==> src/rtl/sign_extend_arbiter.sv <==
// sign_extend_arbiter
//
// Several requesters share one sign-extension datapath. The arbiter picks one
// requester per cycle in round-robin order. It widens that requester's operand
// from INPUT_WIDTH to OUTPUT_WIDTH and registers the result. The result leaves
// on a single valid/ready port, tagged with the index of the requester that
// produced it.
//
// Optional feature (macro SEXT_ZEXT_MODE_EN):
//   defined   - adds port req_zext; a set bit zero-extends that requester's operand.
//   undefined - req_zext is absent; every operand is sign-extended.
//
// Ports:
//   clk        - clock; all state updates on the rising edge
//   rst        - synchronous reset, active-high
//   req_valid  - per-requester request valid
//   req_ready  - per-requester accept; one-hot or all zero
//   req_data   - operands packed side by side; requester i is at [i*INPUT_WIDTH +: INPUT_WIDTH]
//   req_zext   - per-requester zero-extend select (SEXT_ZEXT_MODE_EN only)
//   out_valid  - the result register holds a result
//   out_ready  - downstream accepts the result
//   out_data   - extended result
//   out_id     - index of the requester that produced out_data

module sign_extend_arbiter #(
    parameter int unsigned NUM_REQ      = 4,
    parameter int unsigned INPUT_WIDTH  = 8,
    parameter int unsigned OUTPUT_WIDTH = 16,
    parameter int unsigned ID_WIDTH     = 2
) (
    input  logic                           clk,
    input  logic                           rst,
    input  logic [NUM_REQ-1:0]             req_valid,
    output logic [NUM_REQ-1:0]             req_ready,
    input  logic [NUM_REQ*INPUT_WIDTH-1:0] req_data,
`ifdef SEXT_ZEXT_MODE_EN
    input  logic [NUM_REQ-1:0]             req_zext,
`endif
    output logic                           out_valid,
    input  logic                           out_ready,
    output logic [OUTPUT_WIDTH-1:0]        out_data,
    output logic [ID_WIDTH-1:0]            out_id
);

    logic                    out_valid_q, out_valid_d;
    logic [OUTPUT_WIDTH-1:0] out_data_q, out_data_d;
    logic [ID_WIDTH-1:0]     out_id_q, out_id_d;
    logic [ID_WIDTH-1:0]     rr_ptr_q, rr_ptr_d;

    logic                    out_free;
    logic                    found_hi, found_lo;
    logic [ID_WIDTH-1:0]     idx_hi, idx_lo;
    logic                    grant_found;
    logic [ID_WIDTH-1:0]     grant_idx;
    logic [NUM_REQ-1:0]      grant_oh;
    logic [INPUT_WIDTH-1:0]  sel_data;
    logic                    sel_fill;
    logic                    xfer;

    // The result register can take a new value when it is empty or is being drained now.
    assign out_free = !out_valid_q || out_ready;

    // Round-robin scan done as two priority searches. The first looks for the lowest set
    // bit at or above rr_ptr. If there is none, the second wraps to the lowest set bit
    // overall.
    always_comb begin
        found_hi = 1'b0;
        found_lo = 1'b0;
        idx_hi   = '0;
        idx_lo   = '0;
        for (int unsigned i = 0; i < NUM_REQ; i++) begin
            if (req_valid[i] && !found_lo) begin
                found_lo = 1'b1;
                idx_lo   = ID_WIDTH'(i);
            end
            if (req_valid[i] && !found_hi && (i >= 32'(rr_ptr_q))) begin
                found_hi = 1'b1;
                idx_hi   = ID_WIDTH'(i);
            end
        end
        grant_found = found_hi || found_lo;
        grant_idx   = found_hi ? idx_hi : idx_lo;
    end

    // Decode the grant and select the granted operand and its fill bit.
    always_comb begin
        grant_oh = '0;
        sel_data = '0;
        sel_fill = 1'b0;
        for (int unsigned i = 0; i < NUM_REQ; i++) begin
            if (grant_found && (32'(grant_idx) == i)) begin
                grant_oh[i] = 1'b1;
                sel_data    = req_data[i*INPUT_WIDTH +: INPUT_WIDTH];
`ifdef SEXT_ZEXT_MODE_EN
                sel_fill    = req_data[i*INPUT_WIDTH + INPUT_WIDTH - 1] & ~req_zext[i];
`else
                sel_fill    = req_data[i*INPUT_WIDTH + INPUT_WIDTH - 1];
`endif
            end
        end
    end

    assign xfer      = !rst && out_free && grant_found;
    assign req_ready = xfer ? grant_oh : '0;

    always_comb begin
        out_valid_d = out_valid_q;
        out_data_d  = out_data_q;
        out_id_d    = out_id_q;
        rr_ptr_d    = rr_ptr_q;
        if (xfer) begin
            // A drain and a new accept in the same cycle simply overwrite the register.
            out_valid_d = 1'b1;
            out_data_d  = {{(OUTPUT_WIDTH - INPUT_WIDTH){sel_fill}}, sel_data};
            out_id_d    = grant_idx;
            rr_ptr_d    = (32'(grant_idx) == NUM_REQ - 1) ? '0 : grant_idx + 1'b1;
        end else if (out_valid_q && out_ready) begin
            // Data and id hold their last values after a drain.
            out_valid_d = 1'b0;
        end
    end

    always_ff @(posedge clk) begin
        if (rst) begin
            out_valid_q <= 1'b0;
            out_data_q  <= '0;
            out_id_q    <= '0;
            rr_ptr_q    <= '0;
        end else begin
            out_valid_q <= out_valid_d;
            out_data_q  <= out_data_d;
            out_id_q    <= out_id_d;
            rr_ptr_q    <= rr_ptr_d;
        end
    end

    assign out_valid = out_valid_q;
    assign out_data  = out_data_q;
    assign out_id    = out_id_q;

endmodule

==> config.mk <==
export PLATFORM = sky130hd
export DESIGN_NAME = sign_extend_arbiter
export DESIGN_NICKNAME = d
export VERILOG_FILES = /design/src/rtl/sign_extend_arbiter.sv
export SDC_FILE = /design/constraint.sdc
export NUM_CORES = 1
export LEC_CHECK = 0
export CAP_MARGIN = 15
export CELL_PAD_IN_SITES_DETAIL_PLACEMENT = 0
export CELL_PAD_IN_SITES_GLOBAL_PLACEMENT = 1
export CORE_AREA = 2 2 63 65
export CTS_CLUSTER_SIZE = 12
export DETAILED_ROUTE_END_ITERATION = 12
export DIE_AREA = 0 0 65 67
export PLACE_DENSITY = 0.95
export SYNTH_ARGS = -nofsm -noshare
export SYNTH_HDL_FRONTEND = slang
export SYNTH_SLANG_ARGS = --single-unit
==> constraint.sdc <==
create_clock -name clk -period 6.2 [get_ports clk]
set_input_delay 0.93 -clock clk [delete_from_list [all_inputs] [get_ports clk]]
set_output_delay 0.93 -clock clk [all_outputs]
set_load 0.005 [all_outputs]
==> results.md, run 1 <==
* Top_reg_cell synth: dfxtp_1
* Cell Area, Synth at 915.9 um2
* DRT iter0 DRCs at 52
* I/O pin total at 62
* Post-CTS setup buffer count at 0
* Setup_tns at 0 ps
* Worst-margin pin slew at 634.3 ps
* CTS Buf Count at 3
* Met3 Resource Use GR at 0.05068
* Status: complete, no violations
* Setup WS pre-CTS at 1888 ps
* VDD IR-drop max at 0.09006 mV
* Final Hold Fails at 0
* Clock Skew at 6.378 ps
* Largest fanout on the critical path at 11
* Clock Latency Late Sink at 240 ps
* Core region area at 0.003606 mm2
* Final worst-path setup slack at 1897 ps
* Synth Area per Inst at 8.326 um2
* Worst endpoint required time at 5270 ps
* Die Y at 67 um
* Synth cell types at 30
* Vias/cell at 4.635
* Post-route minimum period at 4303 ps
* #FFs+latches synth at 13
* Die width at 65 um
* Per-cell routed wire length at 13.08 um
* Max_slew headroom at 0.5763
* Syn nets at 153
* HPWL Detailed at 2.116 mm
* CP Data Arrival Time at 3370 ps
* Die area at 0.004355 mm2
* Reg clk slew, reported paths at 50 ps
* WL final at 2.721 mm
* Max Fclk at 232.4 MHz
* Post-synth EDFFs at 0
* Cells along the critical path: clkdlybuf4s50_1 > o22ai_1 > o21ai_0 > nor2b_1 > ha_1 > inv_1 > nor2_1 > clkdlybuf4s50_1
* Critical Path Max Stage Delay at 580 ps
* Most common cell on crit path: clkdlybuf4s50_1
* TritonCTS clock tree: done
* GR Util met1 at 0.1635
* Setup crit end kind: output pin
* Setup violations, final at 0
* CP max-delay cell: clkdlybuf4s50_1
* FF-to-FF setup slack at 3790 ps
* CP startpoint kind: input pin
* Largest net degree at the start of global routing at 23
* CTS resizes at 0
* Fin area at 0.001529 mm2
* Synth warnings at 0
* Total GRT Usage at 0.1278
* Gr busiest metal: met2
* Post-layout util at 0.4240
* RSZ-0062 raised after global routing: false
* Met2 Use GR at 0.2036
* Final Wtd Congestion at 0.7114
* Vias in the first global route at 887
* Seq/Total Area, Yosys at 0.2842
* Period utilization at 0.6940
* Drt first pass iters at 4
* Drt drc at 0
* Root Buffer Master: clkbuf_8
* Share of cells above drive strength 1 at 0.08750
* Post-synthesis cell count at 110
* Nets at 204
* Initial antenna violation count at 0
* Placed cell area at 0.001484 mm2
* Maximum Capacitance Violations at 0
* DRT antenna net count at 0
* Diodes inserted at 0
* Overflow left after global routing at 0
* PD cells at 245.5 mW/mm2
* Async S/R FF share, synth at 0
* HP Class: reg2reg
* CTS Sinks at 13
* Cell row count at 22
* Filler cell count at 359
* Vias at 964
* Port buffer count at 61
* First-pass GRT wire length at 4.298 mm
* Area Overhead vs Synth at 66.94%
* Hold buffers post-CTS at 0
* Final Max Slew Viols at 0
* Lkg Pwr at 0.5767 nW
* Clk buf depth at 2
* Max H-tree Level at 1
* Setup CP Type: in2out
* Initial Util at 0.2540
cell usage in the layout, fill, tap and decap left out, drive strengths merged:
cell type	instances
a21o	1
a21oi	11
a221oi	8
a31o	4
a32o	1
and2	3
clkbuf	4
clkdlybuf4s50	61
dfxtp	13
ha	4
inv	10
nand2	2
nand2b	1
nand3	6
nor2	4
nor2b	4
nor3	5
nor4	1
o21ai	4
o221ai	1
o22ai	6
o31ai	4
or2	1
or3	1
cells by family after synthesis:
family / Yosys count / synth area share
fa+ha+maj: 4 / 0.05465
simple gates: 28 / 0.1858
compound gates: 40 / 0.3224
buf+inv: 25 / 0.1530
flops: 13 / 0.2842
Yosys cell counts (all sizes together) (2+ instances only):
master	number	share of area
clkbuf	4	0.018
o22ai	6	0.041
nor2b	4	0.027
buf	11	0.094
nor2	4	0.019
nand3	6	0.033
nor3	5	0.038
inv	10	0.041
ha	4	0.055
dfxtp	13	0.28
a221oi	8	0.077
and2	3	0.020
nand2	2	0.0082
a31o	4	0.038
o31ai	4	0.055
o21ai	4	0.022
a21oi	11	0.060
flip-flops by register name, summed over array words and instances, names as in the netlist:
name       flops
out_id         2
rr_ptr_q       2
out_valid      1
out_data       8
critical path, delay by kind of cell:
family,cells,cell delay (ps)
buf+inv,3,1260
fa+ha+maj,1,400
simple gates,2,370
compound gates,2,420
metal layers:
| layer | vias up | share of wire |
|---|---|---|
| li1 | 501 | - |
| met1 | 427 | 0.45 |
| met2 | 36 | 0.47 |
| met3 | 0 | 0.083 |
| met4 | 0 | 0 |
| met5 | - | 0 |
power breakdown:
part	internal [mW]	total [mW]	leakage [nW]	switching, mW
clock	0.0454	0.0760	0.0228	0.0307
combinational	0.109	0.184	0.446	0.0748
sequential	0.102	0.115	0.108	0.0136
total	0.256	0.375	0.577	0.119
through the flow:
stage | hold WS, ps | power, mW | std cells
6_report | 479.4 | 0.3753 | 208
5_1_grt | 498.0 | 0.4046 | 208
4_1_cts | 483.8 | 0.3816 | 208
3_5_place_dp | 472.5 | 0.3024 | 204
3_3_place_gp | 454.6 | 0.3008 | 204
2_1_floorplan | 466.6 | 0.2205 | 110
final timing paths:
| kind | from | end | cells past startpoint |
|---|---|---|---|
| worst max-delay path | req_valid[1] | req_ready[3] | 8 |
| worst min register to register | out_data[5]$_SDFFE_PP0P_ | out_data[5]$_SDFFE_PP0P_ | 1 |
| worst min-delay path | out_data[5]$_SDFFE_PP0P_ | out_data[5]$_SDFFE_PP0P_ | 1 |
| worst max register to register | rr_ptr_q[0]$_SDFFE_PP0P_ | out_data[6]$_SDFFE_PP0P_ | 8 |
final cells by class:
type / instances / area [um2] / area share
Timing Repair Buffer: 61 / 610.6 / 0.3993
Multi-Input combinational cell: 72 / 515.5 / 0.3372
Sequential cell: 13 / 260.3 / 0.1702
Tap cell: 48 / 60.06 / 0.03928
Clock buffer: 4 / 45.04 / 0.02946
Inverter: 10 / 37.54 / 0.02455
No activity file was read; power rests on OpenSTA's default activity.
==> inputs of run 2 (changes only) <==
--- a/config.mk
+++ b/config.mk
@@ -8,11 +8,11 @@
 export CAP_MARGIN = 15
 export CELL_PAD_IN_SITES_DETAIL_PLACEMENT = 0
 export CELL_PAD_IN_SITES_GLOBAL_PLACEMENT = 1
-export CORE_AREA = 2 2 63 65
+export CORE_AREA = 2 2 65 67
 export CTS_CLUSTER_SIZE = 12
 export DETAILED_ROUTE_END_ITERATION = 12
-export DIE_AREA = 0 0 65 67
-export PLACE_DENSITY = 0.95
+export DIE_AREA = 0 0 67 69
+export PLACE_DENSITY = 0.9
 export SYNTH_ARGS = -nofsm -noshare
 export SYNTH_HDL_FRONTEND = slang
 export SYNTH_SLANG_ARGS = --single-unit
==> constraint.sdc (replaced) <==
create_clock -name clk -period 4.1 [get_ports clk]
set_input_delay 0.615 -clock clk [delete_from_list [all_inputs] [get_ports clk]]
set_output_delay 0.615 -clock clk [all_outputs]
set_load 0.005 [all_outputs]
==> run 2 against run 1 <==
- non-clock buffer count is 2 higher
- critical endpoint unchanged
- core utilization fell by 2.9 points
- sequential cell count unchanged
- highest routed layer is now met4
- total power grew 52%
- clock skew shrank 2.7 ps
- largest power group unchanged
- wire length rose by 3.7%
==> results.md, run 2 (synthesis results as in run 1) <==
* Max Fclk at 293.2 MHz
* Final Wtd Congestion at 0.7918
* Vias at 989
* Initial Util at 0.2340
* Max H-tree Level at 1
* FF-to-FF setup slack at 1710 ps
* Top delay family on crit path: buffers and inverters
* Die area at 0.004623 mm2
* CP Data Arrival Time at 2800 ps
* Commonest cells after routing, fill and taps aside: clkdlybuf4s50_1, dfxtp_1, a21oi_1
* Cells on worst reg2reg path at 10
* Clock share of power at 0.200
* CTS Buf Count at 3
* Pwr Total at 0.5704 mW
* Cell row count at 23
* First-pass GRT wire length at 4.374 mm
* Hold buffers post-CTS at 0
* CTS Sinks at 13
* DRT iter0 DRCs at 64
* WL final at 2.823 mm
* TritonCTS clock tree: done
* Die Y at 69 um
* Power Internal at 0.3906 mW
* Max reg flops at 8
* Worst path bufs/invs at 3
* Drt first pass iters at 4
* CP max-delay cell: clkdlybuf4s50_1
* Setup CP Type: in2out
* Root Buffer Master: clkbuf_8
* RSZ-0062 raised after global routing: false
* Clock Latency Late Sink at 240 ps
* Diodes inserted at 0
* HPWL Detailed at 2.159 mm
* WHS at 475.3 ps
* Worst path depth at 8
* DRT antenna net count at 0
* Setup violations, final at 0
* Vias in the first global route at 938
* Lkg Pwr at 0.5872 nW
* Initial antenna violation count at 0
* Drt drc at 0
* Final Max Slew Viols at 0
* Post-layout util at 0.3951
* Setup_tns at 0 ps
* Maximum Capacitance Violations at 0
* Per-cell routed wire length at 13.32 um
* Vias/cell at 4.665
* HP Class: reg2reg
* Worst endpoint required time at 3480 ps
* Share of cells above drive strength 1 at 0.09877
* I/O pin total at 62
* Most common cell on crit path: clkdlybuf4s50_1
* PD cells at 368.8 mW/mm2
* Reg2reg end: out_data[4]$_SDFFE_PP0P_
* Final Hold Fails at 0
* Setup WS pre-CTS at 674.5 ps
* Reg clk slew, reported paths at 50 ps
* Sw frac at 0.3152
* Critical Path Max Stage Delay at 590 ps
* Overflow left after global routing at 0
* Setup crit start: req_valid[1]
* CTS resizes at 0
* Largest net degree at the start of global routing at 23
* Largest fanout on the critical path at 6
* Die width at 67 um
* Period utilization at 0.8319
* Post-CTS setup buffer count at 0
* Max_slew headroom at 0.6161
* Crit path to: req_ready[3]
* Total GRT Usage at 0.1192
* RR Startpoint: rr_ptr_q[1]$_SDFFE_PP0P_
* Clk buf depth at 2
* Area Overhead vs Synth at 68.85%
* Port buffer count at 61
* Switching power at 0.1798 mW
* Core region area at 0.003914 mm2
* Final worst-path setup slack at 689.1 ps
* CP startpoint kind: input pin
* VDD IR-drop max at 0.1823 mV
* Logic pwr share at 0.497
* Nets at 206
* Setup crit end kind: output pin
* Cells along the critical path: clkdlybuf4s50_1 > o22ai_1 > o21ai_0 > nor2b_1 > ha_1 > inv_1 > nor2_1 > clkdlybuf4s50_1
* Worst-margin pin slew at 571.4 ps
* Status: complete, no violations
* Most common cell after layout, fill and taps aside: clkdlybuf4s50_1
* Post-route minimum period at 3411 ps
* Clock Skew at 3.692 ps
* Seq pwr share at 0.304
-- run 2: cell count changes in the layout (fill, tap and decap cells not counted) --
| cell | change |
|---|---|
| buf_4 | +2 |
-- run 2: layer usage --
layer | vias up | GRT usage | wire length, um
met4 | 0 | 0.01361 | 8
met3 | 2 | 0.04405 | 226
met2 | 38 | 0.2013 | 1298
li1 | 502 | - | -
met5 | - | 0 | 0
met1 | 447 | 0.1466 | 1289
-- run 2: how the worst min path moves through the flow --
stage | from | to | slack, ps | cells past startpoint
global placement | out_data[6]$_SDFFE_PP0P_ | out_data[6]$_SDFFE_PP0P_ | 460 | 1
CTS | out_id[1]$_SDFFE_PP0P_ | out_id[1]$_SDFFE_PP0P_ | 470 | 2
global route | out_id[1]$_SDFFE_PP0P_ | out_id[1]$_SDFFE_PP0P_ | 500 | 2
finish | out_data[6]$_SDFFE_PP0P_ | out_data[6]$_SDFFE_PP0P_ | 480 | 1
detailed placement | out_id[1]$_SDFFE_PP0P_ | out_id[1]$_SDFFE_PP0P_ | 460 | 2
floorplan | out_id[1]$_SDFFE_PP0P_ | out_id[1]$_SDFFE_PP0P_ | 470 | 2
-- run 2: metrics by stage --
step                area [um2]  cells
floorplan                915.9    110
CTS                       1546    212
detailed placement        1501    208
finish                    1546    212
global placement          1501    208
global route              1546    212
-- run 2: power groups by stage --
stage	registers (mW)	logic, mW	clock network, mW
global route	0.178	0.311	0.125
finish	0.173	0.283	0.114
global placement	0.174	0.282	0
CTS	0.174	0.286	0.120
detailed placement	0.176	0.285	0
floorplan	0.176	0.157	0
-- run 2: worst reg2reg max path, cell delays in order, from the launching register on --
cell and delay, ps:
dfxtp_1 390, a21o_2 140, a21oi_1 50, o22ai_1 340, inv_1 120, ha_1 210, buf_4 170, or2_1 310
a221oi_1 250, nor3_1 90, a31o_2 220
-- run 2: area by class of cell --
| cell class | instances | area (um2) |
|---|---|---|
| Fill cell | 431 | 2367 |
| Tap cell | 50 | 62.56 |
| Multi-Input combinational cell | 72 | 515.5 |
| Inverter | 10 | 37.54 |
| Clock buffer | 4 | 45.04 |
| Sequential cell | 13 | 260.3 |
| Timing Repair Buffer | 63 | 625.6 |
==> inputs of run 3 (changes only) <==
--- a/config.mk
+++ b/config.mk
@@ -8,11 +8,11 @@
 export CAP_MARGIN = 15
 export CELL_PAD_IN_SITES_DETAIL_PLACEMENT = 0
 export CELL_PAD_IN_SITES_GLOBAL_PLACEMENT = 1
-export CORE_AREA = 2 2 65 67
+export CORE_AREA = 2 2 70 72
 export CTS_CLUSTER_SIZE = 12
 export DETAILED_ROUTE_END_ITERATION = 12
-export DIE_AREA = 0 0 67 69
-export PLACE_DENSITY = 0.9
+export DIE_AREA = 0 0 72 74
+export PLACE_DENSITY = 0.83
 export SYNTH_ARGS = -nofsm -noshare
 export SYNTH_HDL_FRONTEND = slang
 export SYNTH_SLANG_ARGS = --single-unit
==> constraint.sdc (replaced) <==
create_clock -name clk -period 2.9 [get_ports clk]
set_input_delay 0.435 -clock clk [delete_from_list [all_inputs] [get_ports clk]]
set_output_delay 0.435 -clock clk [all_outputs]
set_load 0.005 [all_outputs]
==> run 3 against run 2 <==
- non-clock buffer count is 11 higher
- critical path depth stayed put
- die area is 15% higher
- via count is 2.8% higher
- wire length is 1.9% lower
- design area is 6.4% higher
- sequential share of layout area is 1.0 points lower
- cell count is 7.1% higher
- critical endpoint is now req_ready[2]
==> results.md, run 3 (synthesis results as in run 1) <==
* Die width at 72 um
* Final Max Slew Viols at 0
* VDD IR-drop max at 0.2631 mV
* Maximum Capacitance Violations at 0
* Clock Skew at 6.884 ps
* Reg clk slew, reported paths at 60 ps
* Post-route minimum period at 2754 ps
* Setup violations, final at 0
* Most common cell after layout, fill and taps aside: clkdlybuf4s50_1
* Per-cell routed wire length at 12.20 um
* HPWL Detailed at 2.236 mm
* Clk buf depth at 2
* RSZ-0062 raised after global routing: false
* Drt drc at 0
* Final worst-path setup slack at 145.8 ps
* Max_slew headroom at 0.6855
* Die Y at 74 um
* Die area at 0.005328 mm2
* PD cells at 514.3 mW/mm2
* Final Non-Filler Cells at 227
* Largest fanout on the critical path at 4
* Final Hold Fails at 0
* Nets at 217
* Initial antenna violation count at 0
* Largest net degree at the start of global routing at 22
* Max reg flops at 8
* Setup crit end kind: output pin
* Setup_tns at 0 ps
* CP startpoint kind: input pin
* Period utilization at 0.9497
* Commonest cells after routing, fill and taps aside: clkdlybuf4s50_1, dfxtp_1, buf_4
* I/O pin total at 62
* Share of cells above drive strength 1 at 0.1676
* Status: complete, no violations
* Post-CTS setup buffer count at 0
* Max H-tree Level at 1
* Vias in the first global route at 924
* Overflow left after global routing at 0
* WL final at 2.770 mm
* Setup WS pre-CTS at 16.01 ps
* Clock Latency Late Sink at 240 ps
* Cells after DPL at 223
* Drt first pass iters at 4
* TritonCTS clock tree: done
* DRT iter0 DRCs at 26
* DRT antenna net count at 0
* Total GRT Usage at 0.09875
* Area Overhead vs Synth at 79.65%
* First-pass GRT wire length at 4.181 mm
* CTS Sinks at 13
* HP Class: reg2reg
* Vias at 1,017
* Final Wtd Congestion at 0.7196
* Cells on worst reg2reg path at 10
* Port buffer count at 61
* CTS Buf Count at 3
* CP Data Arrival Time at 2320 ps
* Core region area at 0.004598 mm2
* Setup CP Type: in2out
* Worst-margin pin slew at 468.2 ps
* Lkg Pwr at 0.6632 nW
* Diodes inserted at 0
* Hold Path Depth at 2
* Max Fclk at 363.1 MHz
* Initial Util at 0.1992
* Worst endpoint required time at 2470 ps
* Root Buffer Master: clkbuf_8
* Vias/cell at 4.480
* Cell row count at 25
[run 3: cell types whose count changed in the layout (fill, tap and decap cells not counted)]
| cell | change |
|---|---|
| nor2b_2 | +1 |
| clkdlybuf4s50_1 | -1 |
| nor2b_1 | -1 |
| dlymetal6s2s_1 | +1 |
| o21ai_1 | +1 |
| o22ai_1 | -1 |
| o21ai_0 | -1 |
| o22ai_2 | +1 |
| buf_4 | +11 |
[run 3: repair_timing]
| item | in CTS | in global routing |
|---|---|---|
| hold buffers | 0 | 0 |
| gates resized for setup | 0 | 4 |
| endpoints found under the setup margin | 0 | 4 |
[run 3: critical path: stages]
cell             delay (ps)
clkdlybuf4s50_1         520
inv_1                    70
o221ai_1                140
o21ai_1                 120
o21ai_0                 160
ha_1                    230
and2_1                  130
clkdlybuf4s50_1         510
[run 3: final timing paths]
path / to / slack (ps) / startpoint
worst min-delay path: out_id[1]$_SDFFE_PP0P_ / 470 / out_id[1]$_SDFFE_PP0P_
worst min register to register: out_id[1]$_SDFFE_PP0P_ / 470 / out_id[1]$_SDFFE_PP0P_
worst max-delay path: req_ready[2] / 150 / req_valid[0]
worst max register to register: out_data[6]$_SDFFE_PP0P_ / 700 / rr_ptr_q[1]$_SDFFE_PP0P_
[run 3: cell type report]
class	instances	area (um2)
sequential	13	260.3
inverter	10	37.54
tap	54	67.56
multi-input combinational	72	524.3
timing repair buffer	74	710.7
clock buffer	4	45.04
fill	485	2953
[run 3: where the power goes]
group	switching (mW)	internal (mW)	total, mW
logic	0.166	0.271	0.437
registers	0.0284	0.217	0.246
clock network	0.0662	0.0970	0.163
total	0.261	0.585	0.846
[run 3: routing by layer]
metal,vias to the layer above,share of wire,wire [um],global-route usage
met2,38,0.48,1318,0.1626
met1,455,0.44,1226,0.1321
met3,2,0.078,217,0.03388
met5,-,0,0,0
li1,522,-,-,-
met4,0,0.0022,6,0.006289
[run 3: metrics by stage]
step	hold slack [ps]	area [um2]	total power, mW	utilization
final	468.6	1645	0.8462	0.3578
after global routing	506.9	1645	0.9160	0.3578
after CTS	478.4	1634	0.8602	0.3554
after detailed placement	462.5	1589	0.6888	0.3456
after global placement	455.7	1589	0.6845	0.3456
after floorplan	466.6	915.9	0.4714	-
